`src/rtl/bp_update_sched_if.sv`:
```
// Signal bundle between the F/M pipeline and the branch predictor update sequencer.
// The pipeline side uses the master modport; the sequencer uses the slave modport.
interface bp_update_sched_if #(
    parameter int PHT_DEPTH = 6,
    parameter int BHT_DEPTH = 10
);
    logic                 pred_req_i;
    logic [BHT_DEPTH-1:0] pred_idx_i;
    logic [PHT_DEPTH-1:0] pred_ghr_i;
    logic                 pred_g_i;
    logic                 pred_l_i;
    logic                 pred_choose_i;
    logic                 kill_i;
    logic                 res_valid_i;
    logic                 res_taken_i;
    logic                 res_ready_o;
    logic                 stall_o;
    logic                 init_busy_o;
    logic                 mispredict_o;
    logic [PHT_DEPTH-1:0] ghr_restore_o;
    logic                 wr_en_o;
    logic                 wr_init_o;
    logic [BHT_DEPTH-1:0] wr_bht_idx_o;
    logic [PHT_DEPTH-1:0] wr_ghr_o;
    logic                 wr_taken_o;
    logic                 wr_gcorr_o;
    logic                 wr_lcorr_o;
    logic                 protocol_err_o;

    modport master (
        output pred_req_i, pred_idx_i, pred_ghr_i, pred_g_i, pred_l_i, pred_choose_i,
               kill_i, res_valid_i, res_taken_i,
        input  res_ready_o, stall_o, init_busy_o, mispredict_o, ghr_restore_o,
               wr_en_o, wr_init_o, wr_bht_idx_o, wr_ghr_o, wr_taken_o, wr_gcorr_o,
               wr_lcorr_o, protocol_err_o
    );

    modport slave (
        input  pred_req_i, pred_idx_i, pred_ghr_i, pred_g_i, pred_l_i, pred_choose_i,
               kill_i, res_valid_i, res_taken_i,
        output res_ready_o, stall_o, init_busy_o, mispredict_o, ghr_restore_o,
               wr_en_o, wr_init_o, wr_bht_idx_o, wr_ghr_o, wr_taken_o, wr_gcorr_o,
               wr_lcorr_o, protocol_err_o
    );
endinterface

```
`src/rtl/bp_update_sched.sv`:
```
// Tournament predictor table sequencer: in-flight branch tracking, mispredict/GHR repair,
// and arbitration of the single table write port between the init sweep and M-stage updates.
module bp_update_sched #(
    parameter int PHT_DEPTH = 6,
    parameter int BHT_DEPTH = 10,
    parameter int IQ_DEPTH  = 4,
    parameter int UQ_DEPTH  = 4
) (
    input  logic             clk,
    input  logic             rst,
    bp_update_sched_if.slave bus
);
    // state  | meaning
    // S_INIT | sweeping every BHT/PHT/chooser index with its reset value
    // S_RUN  | tracking branches and draining queued table updates
    typedef enum logic {S_INIT, S_RUN} state_t;

    localparam int IQ_PW = $clog2(IQ_DEPTH);
    localparam int UQ_PW = $clog2(UQ_DEPTH);

    typedef struct packed {
        logic [BHT_DEPTH-1:0] idx;
        logic [PHT_DEPTH-1:0] ghr;
        logic                 g;
        logic                 l;
        logic                 choose;
    } iq_entry_t;

    typedef struct packed {
        logic [BHT_DEPTH-1:0] idx;
        logic [PHT_DEPTH-1:0] ghr;
        logic                 taken;
        logic                 gcorr;
        logic                 lcorr;
    } uq_entry_t;

    state_t               state_q, state_d;
    logic [BHT_DEPTH-1:0] init_cnt_q, init_cnt_d;

    iq_entry_t            iq_mem_q [IQ_DEPTH];
    iq_entry_t            iq_mem_d [IQ_DEPTH];
    logic [IQ_PW-1:0]     iq_head_q, iq_head_d, iq_tail_q, iq_tail_d;
    logic [IQ_PW:0]       iq_cnt_q, iq_cnt_d;

    uq_entry_t            uq_mem_q [UQ_DEPTH];
    uq_entry_t            uq_mem_d [UQ_DEPTH];
    logic [UQ_PW-1:0]     uq_head_q, uq_head_d, uq_tail_q, uq_tail_d;
    logic [UQ_PW:0]       uq_cnt_q, uq_cnt_d;

    logic                 mispredict_q, mispredict_d;
    logic [PHT_DEPTH-1:0] ghr_restore_q, ghr_restore_d;
    logic                 perr_q, perr_d;
    logic                 wr_en_q, wr_en_d;
    uq_entry_t            wr_q, wr_d;

    logic                 run, init_busy, iq_full, uq_full, res_ready;
    logic                 pop, mis, kill_eff, push, drain, final_dir;
    logic [IQ_PW:0]       space_cnt;
    logic [IQ_PW-1:0]     wr_slot;
    iq_entry_t            head;

    always_comb begin
        state_d    = state_q;
        init_cnt_d = init_cnt_q;
        unique case (state_q)
            S_INIT: begin
                init_cnt_d = init_cnt_q + 1'b1;
                if (init_cnt_q == '1) begin
                    state_d = S_RUN;
                end
            end
            S_RUN: ;
            default: state_d = S_INIT;
        endcase
    end

    always_comb begin
        run       = (state_q == S_RUN);
        init_busy = (state_q == S_INIT);
        iq_full   = (iq_cnt_q == (IQ_PW+1)'(IQ_DEPTH));
        uq_full   = (uq_cnt_q == (UQ_PW+1)'(UQ_DEPTH));
        res_ready = run && !uq_full;

        head      = iq_mem_q[iq_head_q];
        final_dir = head.choose ? head.l : head.g;
        pop       = bus.res_valid_i && res_ready && (iq_cnt_q != '0);
        mis       = pop && (final_dir != bus.res_taken_i);
        // A kill cannot take the entry that is being resolved in the same cycle
        kill_eff  = run && bus.kill_i && (iq_cnt_q > (IQ_PW+1)'(pop));
        space_cnt = iq_cnt_q - (IQ_PW+1)'(kill_eff);
        push      = run && bus.pred_req_i && (space_cnt < (IQ_PW+1)'(IQ_DEPTH));
        wr_slot   = iq_tail_q - IQ_PW'(kill_eff);

        iq_mem_d  = iq_mem_q;
        if (mis) begin
            iq_head_d = iq_tail_q;
            iq_tail_d = iq_tail_q;
            iq_cnt_d  = '0;
        end else begin
            iq_head_d = iq_head_q + IQ_PW'(pop);
            iq_tail_d = wr_slot + IQ_PW'(push);
            iq_cnt_d  = iq_cnt_q - (IQ_PW+1)'(pop) - (IQ_PW+1)'(kill_eff) + (IQ_PW+1)'(push);
            if (push) begin
                iq_mem_d[wr_slot] = '{idx: bus.pred_idx_i, ghr: bus.pred_ghr_i, g: bus.pred_g_i,
                                      l: bus.pred_l_i, choose: bus.pred_choose_i};
            end
        end

        drain    = run && (uq_cnt_q != '0);
        uq_mem_d = uq_mem_q;
        if (pop) begin
            uq_mem_d[uq_tail_q] = '{idx: head.idx, ghr: head.ghr, taken: bus.res_taken_i,
                                    gcorr: head.g == bus.res_taken_i,
                                    lcorr: head.l == bus.res_taken_i};
        end
        uq_head_d = uq_head_q + UQ_PW'(drain);
        uq_tail_d = uq_tail_q + UQ_PW'(pop);
        uq_cnt_d  = uq_cnt_q + (UQ_PW+1)'(pop) - (UQ_PW+1)'(drain);

        wr_en_d = drain;
        wr_d    = drain ? uq_mem_q[uq_head_q] : wr_q;

        mispredict_d  = mis;
        ghr_restore_d = mis ? {head.ghr[PHT_DEPTH-2:0], bus.res_taken_i} : ghr_restore_q;
        perr_d        = perr_q || (run && (iq_cnt_q == '0) && (bus.res_valid_i || bus.kill_i));
    end

    always_ff @(posedge clk) begin
        if (rst) begin
            state_q       <= S_INIT;
            init_cnt_q    <= '0;
            iq_head_q     <= '0;
            iq_tail_q     <= '0;
            iq_cnt_q      <= '0;
            uq_head_q     <= '0;
            uq_tail_q     <= '0;
            uq_cnt_q      <= '0;
            mispredict_q  <= 1'b0;
            ghr_restore_q <= '0;
            perr_q        <= 1'b0;
            wr_en_q       <= 1'b0;
            wr_q          <= '0;
        end else begin
            state_q       <= state_d;
            init_cnt_q    <= init_cnt_d;
            iq_head_q     <= iq_head_d;
            iq_tail_q     <= iq_tail_d;
            iq_cnt_q      <= iq_cnt_d;
            uq_head_q     <= uq_head_d;
            uq_tail_q     <= uq_tail_d;
            uq_cnt_q      <= uq_cnt_d;
            mispredict_q  <= mispredict_d;
            ghr_restore_q <= ghr_restore_d;
            perr_q        <= perr_d;
            wr_en_q       <= wr_en_d;
            wr_q          <= wr_d;
        end
    end

    // Queue storage needs no reset: occupancy is governed by the counts alone
    always_ff @(posedge clk) begin
        iq_mem_q <= iq_mem_d;
        uq_mem_q <= uq_mem_d;
    end

    // The init sweep owns the write port outright; its values bypass the update registers
    assign bus.wr_en_o        = init_busy || wr_en_q;
    assign bus.wr_init_o      = init_busy;
    assign bus.wr_bht_idx_o   = init_busy ? init_cnt_q : wr_q.idx;
    assign bus.wr_ghr_o       = init_busy ? init_cnt_q[PHT_DEPTH-1:0] : wr_q.ghr;
    assign bus.wr_taken_o     = !init_busy && wr_q.taken;
    assign bus.wr_gcorr_o     = !init_busy && wr_q.gcorr;
    assign bus.wr_lcorr_o     = !init_busy && wr_q.lcorr;
    assign bus.res_ready_o    = res_ready;
    assign bus.stall_o        = init_busy || iq_full;
    assign bus.init_busy_o    = init_busy;
    assign bus.mispredict_o   = mispredict_q;
    assign bus.ghr_restore_o  = ghr_restore_q;
    assign bus.protocol_err_o = perr_q;
endmodule

```
`src/flat_wrapper.sv`:
```
// flat-port wrapper written by rule: the top's interface ports become plain ports
module bp_update_sched_flat 
#(
    parameter int PHT_DEPTH = 6,
    parameter int BHT_DEPTH = 10,
    parameter int IQ_DEPTH  = 4,
    parameter int UQ_DEPTH  = 4
)
  (clk, rst, bus_pred_req_i, bus_pred_idx_i, bus_pred_ghr_i, bus_pred_g_i, bus_pred_l_i, bus_pred_choose_i, bus_kill_i, bus_res_valid_i, bus_res_taken_i, bus_res_ready_o, bus_stall_o, bus_init_busy_o, bus_mispredict_o, bus_ghr_restore_o, bus_wr_en_o, bus_wr_init_o, bus_wr_bht_idx_o, bus_wr_ghr_o, bus_wr_taken_o, bus_wr_gcorr_o, bus_wr_lcorr_o, bus_protocol_err_o);
  bp_update_sched_if #(.PHT_DEPTH(PHT_DEPTH), .BHT_DEPTH(BHT_DEPTH)) bus_i ();
  input  logic clk;
  input  logic rst;
  input wire logic [$bits(bus_i.pred_req_i)-1:0] bus_pred_req_i;
  input wire logic [$bits(bus_i.pred_idx_i)-1:0] bus_pred_idx_i;
  input wire logic [$bits(bus_i.pred_ghr_i)-1:0] bus_pred_ghr_i;
  input wire logic [$bits(bus_i.pred_g_i)-1:0] bus_pred_g_i;
  input wire logic [$bits(bus_i.pred_l_i)-1:0] bus_pred_l_i;
  input wire logic [$bits(bus_i.pred_choose_i)-1:0] bus_pred_choose_i;
  input wire logic [$bits(bus_i.kill_i)-1:0] bus_kill_i;
  input wire logic [$bits(bus_i.res_valid_i)-1:0] bus_res_valid_i;
  input wire logic [$bits(bus_i.res_taken_i)-1:0] bus_res_taken_i;
  output wire logic [$bits(bus_i.res_ready_o)-1:0] bus_res_ready_o;
  output wire logic [$bits(bus_i.stall_o)-1:0] bus_stall_o;
  output wire logic [$bits(bus_i.init_busy_o)-1:0] bus_init_busy_o;
  output wire logic [$bits(bus_i.mispredict_o)-1:0] bus_mispredict_o;
  output wire logic [$bits(bus_i.ghr_restore_o)-1:0] bus_ghr_restore_o;
  output wire logic [$bits(bus_i.wr_en_o)-1:0] bus_wr_en_o;
  output wire logic [$bits(bus_i.wr_init_o)-1:0] bus_wr_init_o;
  output wire logic [$bits(bus_i.wr_bht_idx_o)-1:0] bus_wr_bht_idx_o;
  output wire logic [$bits(bus_i.wr_ghr_o)-1:0] bus_wr_ghr_o;
  output wire logic [$bits(bus_i.wr_taken_o)-1:0] bus_wr_taken_o;
  output wire logic [$bits(bus_i.wr_gcorr_o)-1:0] bus_wr_gcorr_o;
  output wire logic [$bits(bus_i.wr_lcorr_o)-1:0] bus_wr_lcorr_o;
  output wire logic [$bits(bus_i.protocol_err_o)-1:0] bus_protocol_err_o;
  assign bus_i.pred_req_i = bus_pred_req_i;
  assign bus_i.pred_idx_i = bus_pred_idx_i;
  assign bus_i.pred_ghr_i = bus_pred_ghr_i;
  assign bus_i.pred_g_i = bus_pred_g_i;
  assign bus_i.pred_l_i = bus_pred_l_i;
  assign bus_i.pred_choose_i = bus_pred_choose_i;
  assign bus_i.kill_i = bus_kill_i;
  assign bus_i.res_valid_i = bus_res_valid_i;
  assign bus_i.res_taken_i = bus_res_taken_i;
  assign bus_res_ready_o = bus_i.res_ready_o;
  assign bus_stall_o = bus_i.stall_o;
  assign bus_init_busy_o = bus_i.init_busy_o;
  assign bus_mispredict_o = bus_i.mispredict_o;
  assign bus_ghr_restore_o = bus_i.ghr_restore_o;
  assign bus_wr_en_o = bus_i.wr_en_o;
  assign bus_wr_init_o = bus_i.wr_init_o;
  assign bus_wr_bht_idx_o = bus_i.wr_bht_idx_o;
  assign bus_wr_ghr_o = bus_i.wr_ghr_o;
  assign bus_wr_taken_o = bus_i.wr_taken_o;
  assign bus_wr_gcorr_o = bus_i.wr_gcorr_o;
  assign bus_wr_lcorr_o = bus_i.wr_lcorr_o;
  assign bus_protocol_err_o = bus_i.protocol_err_o;
  bp_update_sched #(.PHT_DEPTH(PHT_DEPTH), .BHT_DEPTH(BHT_DEPTH), .IQ_DEPTH(IQ_DEPTH), .UQ_DEPTH(UQ_DEPTH)) u_core (.clk(clk), .rst(rst), .bus(bus_i));
endmodule
```
`config.mk`:
```
export PLATFORM = sky130hd
export DESIGN_NAME = bp_update_sched_flat
export DESIGN_NICKNAME = d
export VERILOG_FILES = /design/src/rtl/bp_update_sched_if.sv /design/src/rtl/bp_update_sched.sv /design/src/flat_wrapper.sv
export SDC_FILE = /design/constraint.sdc
export NUM_CORES = 1
export LEC_CHECK = 0
export BUFFER_PORTS_ARGS = -buffer_cell sky130_fd_sc_hd__buf_4
export CORE_ASPECT_RATIO = 0.5
export CORE_MARGIN = 2
export CORE_UTILIZATION = 64
export CTS_BUF_LIST = sky130_fd_sc_hd__clkbuf_4 sky130_fd_sc_hd__clkbuf_8 sky130_fd_sc_hd__clkbuf_16
export CTS_CLUSTER_SIZE = 28
export DETAILED_ROUTE_END_ITERATION = 16
export PLACE_DENSITY = 0.86
export SLEW_MARGIN = 10
export SYNTH_ARGS = -nofsm -noshare
export SYNTH_HDL_FRONTEND = slang
export SYNTH_SLANG_ARGS = --single-unit
```
`constraint.sdc`:
```
create_clock -name clk -period 10.79 [get_ports clk]
set_input_delay 1.6185 -clock clk [delete_from_list [all_inputs] [get_ports clk]]
set_output_delay 1.6185 -clock clk [all_outputs]
set_load 0.01 [all_outputs]
```
# Word-level counts from Yosys, hierarchy flattened
# Index checks and enable logic that the tools add are counted.
# word_totals
reg_bits,205
inputBits,25
elab_cells,133
# op_classes
n_eq_ne,6
reduce_logical,26
magnitude_cmp,8
n_addsub,12
bitwise_logic,6
muxes,18
# ops
cell,n
$bwmux W76,2
$mux W19,6
$bmux W19 S2,2
$demux W19 S2,2
$logic_and A1 B1 Y1,16
$ge A3 B3 Y1 const B,4
$not A2 Y3,4
$sub A3 B1 Y3,4
$add A10 B1 Y10 const B,1
$eq A10 B10 Y1 const B,1
$mux W10,1
$add A2 B1 Y2,4
$add A3 B1 Y3,2
$eq A3 B3 Y1 const B,2
$lt A3 B1 Y1 const B,2
$mux W6,1
$reduce_bool A3 Y1,2
$logic_or A1 B1 Y1,4
$gt A3 B1 Y1,1
$logic_not A3 Y1,1
$lt A3 B3 Y1 const B,1
$mux W1,3
$eq A1 B1 Y1,2
$mux W2,1
other kinds (6),7

# Logic depth before layout (Yosys ltp)
# depth
depth_word,14
depth_mapped,17

# Worst setup path after synthesis
# Ideal clock, no wire load.
# synth_path
path_kind,input to register
start,in bus_res_valid_i
end,"reg u_core.iq_mem_q[19] (netlist bit), enable pin"
stages,11
required_ns,10.346
path_slack_ns,5.176
path_buffers,1
setup_ns,0.444
t_arrival_ns,5.170
path_cell_list,o31ai_1 > or3_1 > buf_2 > inv_2 > ha_1 > nor2_1 > o31ai_1 > inv_1 > ha_1 > inv_1 > nor4_1
# synth_between
elab_chain_cells,8
# synth_lines
item,line,source
from (decl),flat_wrapper.sv:20,input wire logic [$bits(bus_i.res_valid_i)-1:0] bus_res_valid_i;
$logic_and A1 B1 Y1 (*) (2 in a row),bp_update_sched.sv:86,pop = bus.res_valid_i && res_ready && (iq_cnt_q != '0);
$gt A3 B1 Y1,bp_update_sched.sv:89,kill_eff = run && bus.kill_i && (iq_cnt_q > (IQ_PW+1)'(pop));
$logic_and A1 B1 Y1,bp_update_sched.sv:89,
$sub A3 B1 Y3,bp_update_sched.sv:90,space_cnt = iq_cnt_q - (IQ_PW+1)'(kill_eff);
$lt A3 B3 Y1,bp_update_sched.sv:91,push = run && bus.pred_req_i && (space_cnt < (IQ_PW+1)'(IQ_DEPTH));
$logic_and A1 B1 Y1,bp_update_sched.sv:91,
$reduce_and A2 Y1 (no line) (*),n/a,
to (signal assigned),bp_update_sched.sv:162,iq_mem_q <= iq_mem_d;
to (decl),bp_update_sched.sv:40,iq_entry_t iq_mem_q [IQ_DEPTH];
# Mark *: on every way between the ends. The rest lies on a longest branch, timed or not.
# A chain may end at the register's enable or synchronous reset.

# Final worst setup path
# layout_path
start,in bus_res_valid_i
end,reg u_core.iq_cnt_q[2]
# layout_between
elab_chain_cells,8
# layout_lines
item,line,source
$logic_and A1 B1 Y1 (*) (2 in a row),bp_update_sched.sv:86,
$gt A3 B1 Y1,bp_update_sched.sv:89,
$logic_and A1 B1 Y1,bp_update_sched.sv:89,
$sub A3 B1 Y3,bp_update_sched.sv:90,
$lt A3 B3 Y1,bp_update_sched.sv:91,
$logic_and A1 B1 Y1,bp_update_sched.sv:91,
$add A3 B1 Y3,bp_update_sched.sv:102,iq_cnt_d = iq_cnt_q - (IQ_PW+1)'(pop) - (IQ_PW+1)'(kill_eff) + (IQ_PW+1)'(push);
to (signal assigned),bp_update_sched.sv:148,iq_cnt_q <= iq_cnt_d;
to (decl),bp_update_sched.sv:43,"logic [IQ_PW:0] iq_cnt_q, iq_cnt_d;"
# Marked as above.

==> results by group <==
Setup path
  • CP Capture Type: flip-flop
  • Worst Setup Path Type: input pin to flip-flop
  • FF-to-FF setup slack: roughly 6.6 ns
  • CP required: about 11 ns
  • R2r endpoint: u_core.iq_cnt_q[2]
  • Crit path to: u_core.iq_cnt_q[2]
  • R2R cell count: 14
  • Worst r2r src: u_core.uq_cnt_q[2]
  • Critical Path Start Type: input pin
  • Origin of the worst setup path: bus_res_valid_i
  • Worst Path Max Fanout: 7
  • WP data arrival: 4.84 ns

Flow run
  • Max Cap Viol: 0

Global routing
  • First-pass GRT wire length: around 25000 um
  • Initial antenna violation count: 0
  • Largest net degree at the start of global routing: 65
  • GR Util All Layers: between 20% and 30%
  • Vias in the first global route: between 4000 and 5000
  • Congestion Overflow GR: 0

Floorplanning
  • Io pins: 57
  • Die Y: about 84 um
  • Die Area: 13700 um^2
  • # rows: 29
  • Starting density of the core: roughly 65%
  • Die W: approximately 160 um
  • Core area: 12600 um^2

Detailed routing
  • Antenna Nets Post-Route: 0
  • DRT iter0 DRCs: 526
  • Via count: about 4500
  • DRT Pass-1 Iters: 5
  • Final wirelength: approximately 16000 um
  • Vias per std cell: around 5.9
  • # DRC: 0
  • Routed len/inst: ~21 um

STA
  • Slew HR: between 20% and 30%
  • Setup TNS: 0 ns
  • Highest clock rate: 222 MHz
  • Unrepaired setup endpoints after global routing: no
  • Final Cycle Share: between 40% and 50%
  • Final setup vio count: 0
  • Final hold violation count: 0
  • Worst Tran Pin Value: approximately 1.1 ns
  • Final Critical Period: around 4.5 ns
  • Final Slew Violations: 0
  • Clock skew: roughly 0.0083 ns

Final layout
  • Final instance area: 9330 um^2
  • Layout Nets: a little over 600
  • Most frequent cells in the layout: edfxtp_1 (152), nand2_1 (75), buf_4 (64), dfxtp_1 (53), mux4_2 (38)
  • Area of the multi-input gates: between 2000 and 2500 um^2
  • Share of post-route cells with drive strength above 1: 24.2%
  • Final core utilization: about three quarters
  • Sequential cell area: around 5600 um^2
  • Synth-to-layout area growth: 14.6%
  • FILL cells: 735
  • Most common cell after layout, fill and taps aside: edfxtp_1
  • N_diodes: 0

Logic synthesis
  • Syn_nets: 565
  • Yosys warns: 0
  • Synth Cell Area: ~8100 um^2
  • Yosys reg bits: 205
  • Seq/Total Area, Yosys: a little under 70%
  • Syn avg cell area: ~15 um^2
  • Syn Inst Count: approximately 530
  • Synth cell types: 41

Place
  • Placed inst area: ~8700 um^2
  • Detailed Place HPWL: between 10000 and 15000 um
  • Routability cong.: between 0.8 and 0.9
  • Port bufs: 56

Min path
  • Hold crit path type: flip-flop to flip-flop

CTS
  • Resized cells post-CTS: 0
  • Htree depth: 1
  • Hold buffer count at cts: 0
  • CTS sink cnt: between 200 and 250
  • Clock buffer depth: 3
  • CTS Root Cell: clkbuf_16
  • Post-CTS setup buffer count: 0
  • CTS tree: built
  • Number of buffers created by CTS: 18
  • Reg clk slew, reported paths: roughly 0.06 ns
  • Clk_lat worst skew: 0.47 ns

Power and ir drop
  • P_leak: 3.22 nW
  • Peak VDD IR: ~0.00012 V
  • Pwr dens: around 160 nW/um^2
  • Overall Power: roughly 1.5 mW

Run status
  • Status: finished clean
[worst max-delay path, stage by stage]
cell and delay [ns]:
buf_4 0.09, o31ai_1 0.13, or3_1 0.52, inv_2 0.20, ha_1 0.25, nor2_1 0.18
o2111ai_1 0.15, nand4b_1 0.34, inv_1 0.14, fa_1 0.39, inv_1 0.07, ha_1 0.23
inv_1 0.06, ha_1 0.15, xnor2_1 0.13, xnor2_1 0.14, nor3_1 0.05
[kinds of logic (layout without fill, tap and decap cells)]
family | Yosys count | in the layout | share of synthesized area [%]
compound gates | 33 | 33 | 2.18
buf+inv | 46 | 114 | 2.53
simple gates | 156 | 156 | 9.29
flops | 205 | 205 | 69.0
xor+xnor | 20 | 20 | 2.15
fa+ha+maj | 14 | 14 | 2.33
mux | 52 | 52 | 12.5
[metal layers]
layer / global-route usage, % / up-vias / share of wire [%]
li1: - / 2060 / -
met1: 38.3 / 2249 / 45
met2: 37.2 / 205 / 45
met3: 5.37 / 31 / 8.4
met4: 5.74 / 0 / 1.7
met5: 0 / - / 0
[worst min path at each step]
stage / to / cells after the start / start
6_report: u_core.wr_q[10] / 2 / u_core.wr_q[10]
5_1_grt: u_core.wr_q[11] / 2 / u_core.wr_q[11]
4_1_cts: u_core.wr_q[10] / 2 / u_core.wr_q[10]
3_5_place_dp: u_core.wr_q[10] / 2 / u_core.wr_q[10]
3_3_place_gp: u_core.wr_q[1] / 2 / u_core.wr_q[1]
2_1_floorplan: u_core.wr_q[0] / 2 / u_core.wr_q[0]
[per-stage QoR]
step                      cells  setup slack (ns)  hold slack, ns
final                       764              6.28           0.458
after global routing        764              6.14           0.478
after CTS                   764              6.33           0.460
after detailed placement    732              5.88           0.450
after global placement      732              6.10           0.443
after floorplan             526              5.18           0.432
[cell usage after synthesis, drive strengths merged]
library cell / count / share of area (%)
or4: 1 / 0.092
nor3: 4 / 0.25
nand4: 5 / 0.38
mux2: 3 / 0.46
o31ai: 3 / 0.28
xor2: 6 / 0.64
mux2i: 11 / 1.5
nand2b: 15 / 1.2
nand2: 75 / 3.5
nor4: 11 / 0.84
a21oi: 23 / 1.4
and3b: 1 / 0.11
buf: 12 / 0.97
inv: 18 / 0.83
o21ai: 5 / 0.31
dfxtp: 53 / 13
or3b: 1 / 0.11
and3: 2 / 0.15
nor2b: 5 / 0.38
ha: 12 / 1.8
a31oi: 1 / 0.077
nor2: 22 / 1.0
or3: 2 / 0.15
nand4b: 2 / 0.22
xnor2: 14 / 1.5
nand3b: 2 / 0.18
mux4: 38 / 11
clkbuf: 16 / 0.74
edfxtp: 152 / 56
nor3b: 4 / 0.49
o2111ai: 1 / 0.11
and2: 4 / 0.31
fa: 2 / 0.49
[sequential cells by signal (all words and copies together), names as in the netlist, 3 cells and up]
| name | count |
|---|---|
| u_core.bus.ghr_restore_o | 6 |
| u_core.init_cnt_q | 10 |
| u_core.iq_cnt_q | 3 |
| u_core.iq_mem_q | 76 |
| u_core.uq_cnt_q | 3 |
| u_core.uq_mem_q | 76 |
| u_core.wr_q | 19 |
[cell type report]
cell class              instances  share of cell area (%)
well taps                     170                    2.28
multi-input cells             275                    25.3
clock inverters                 5                   0.201
clock buffers                  27                    6.06
inverters                      18                   0.724
repair buffers                 64                    5.15
flip-flops and latches        205                    60.3
[power breakdown]
part | internal [mW] | leakage, nW | switching [mW] | total (mW)
clock network | 0.363 | 0.292 | 0.261 | 0.624
registers | 0.841 | 1.79 | 0.00125 | 0.843
logic | 0.0109 | 1.14 | 0.0133 | 0.0242
total | 1.21 | 3.22 | 0.275 | 1.49
(Power assumes the default switching activity.)
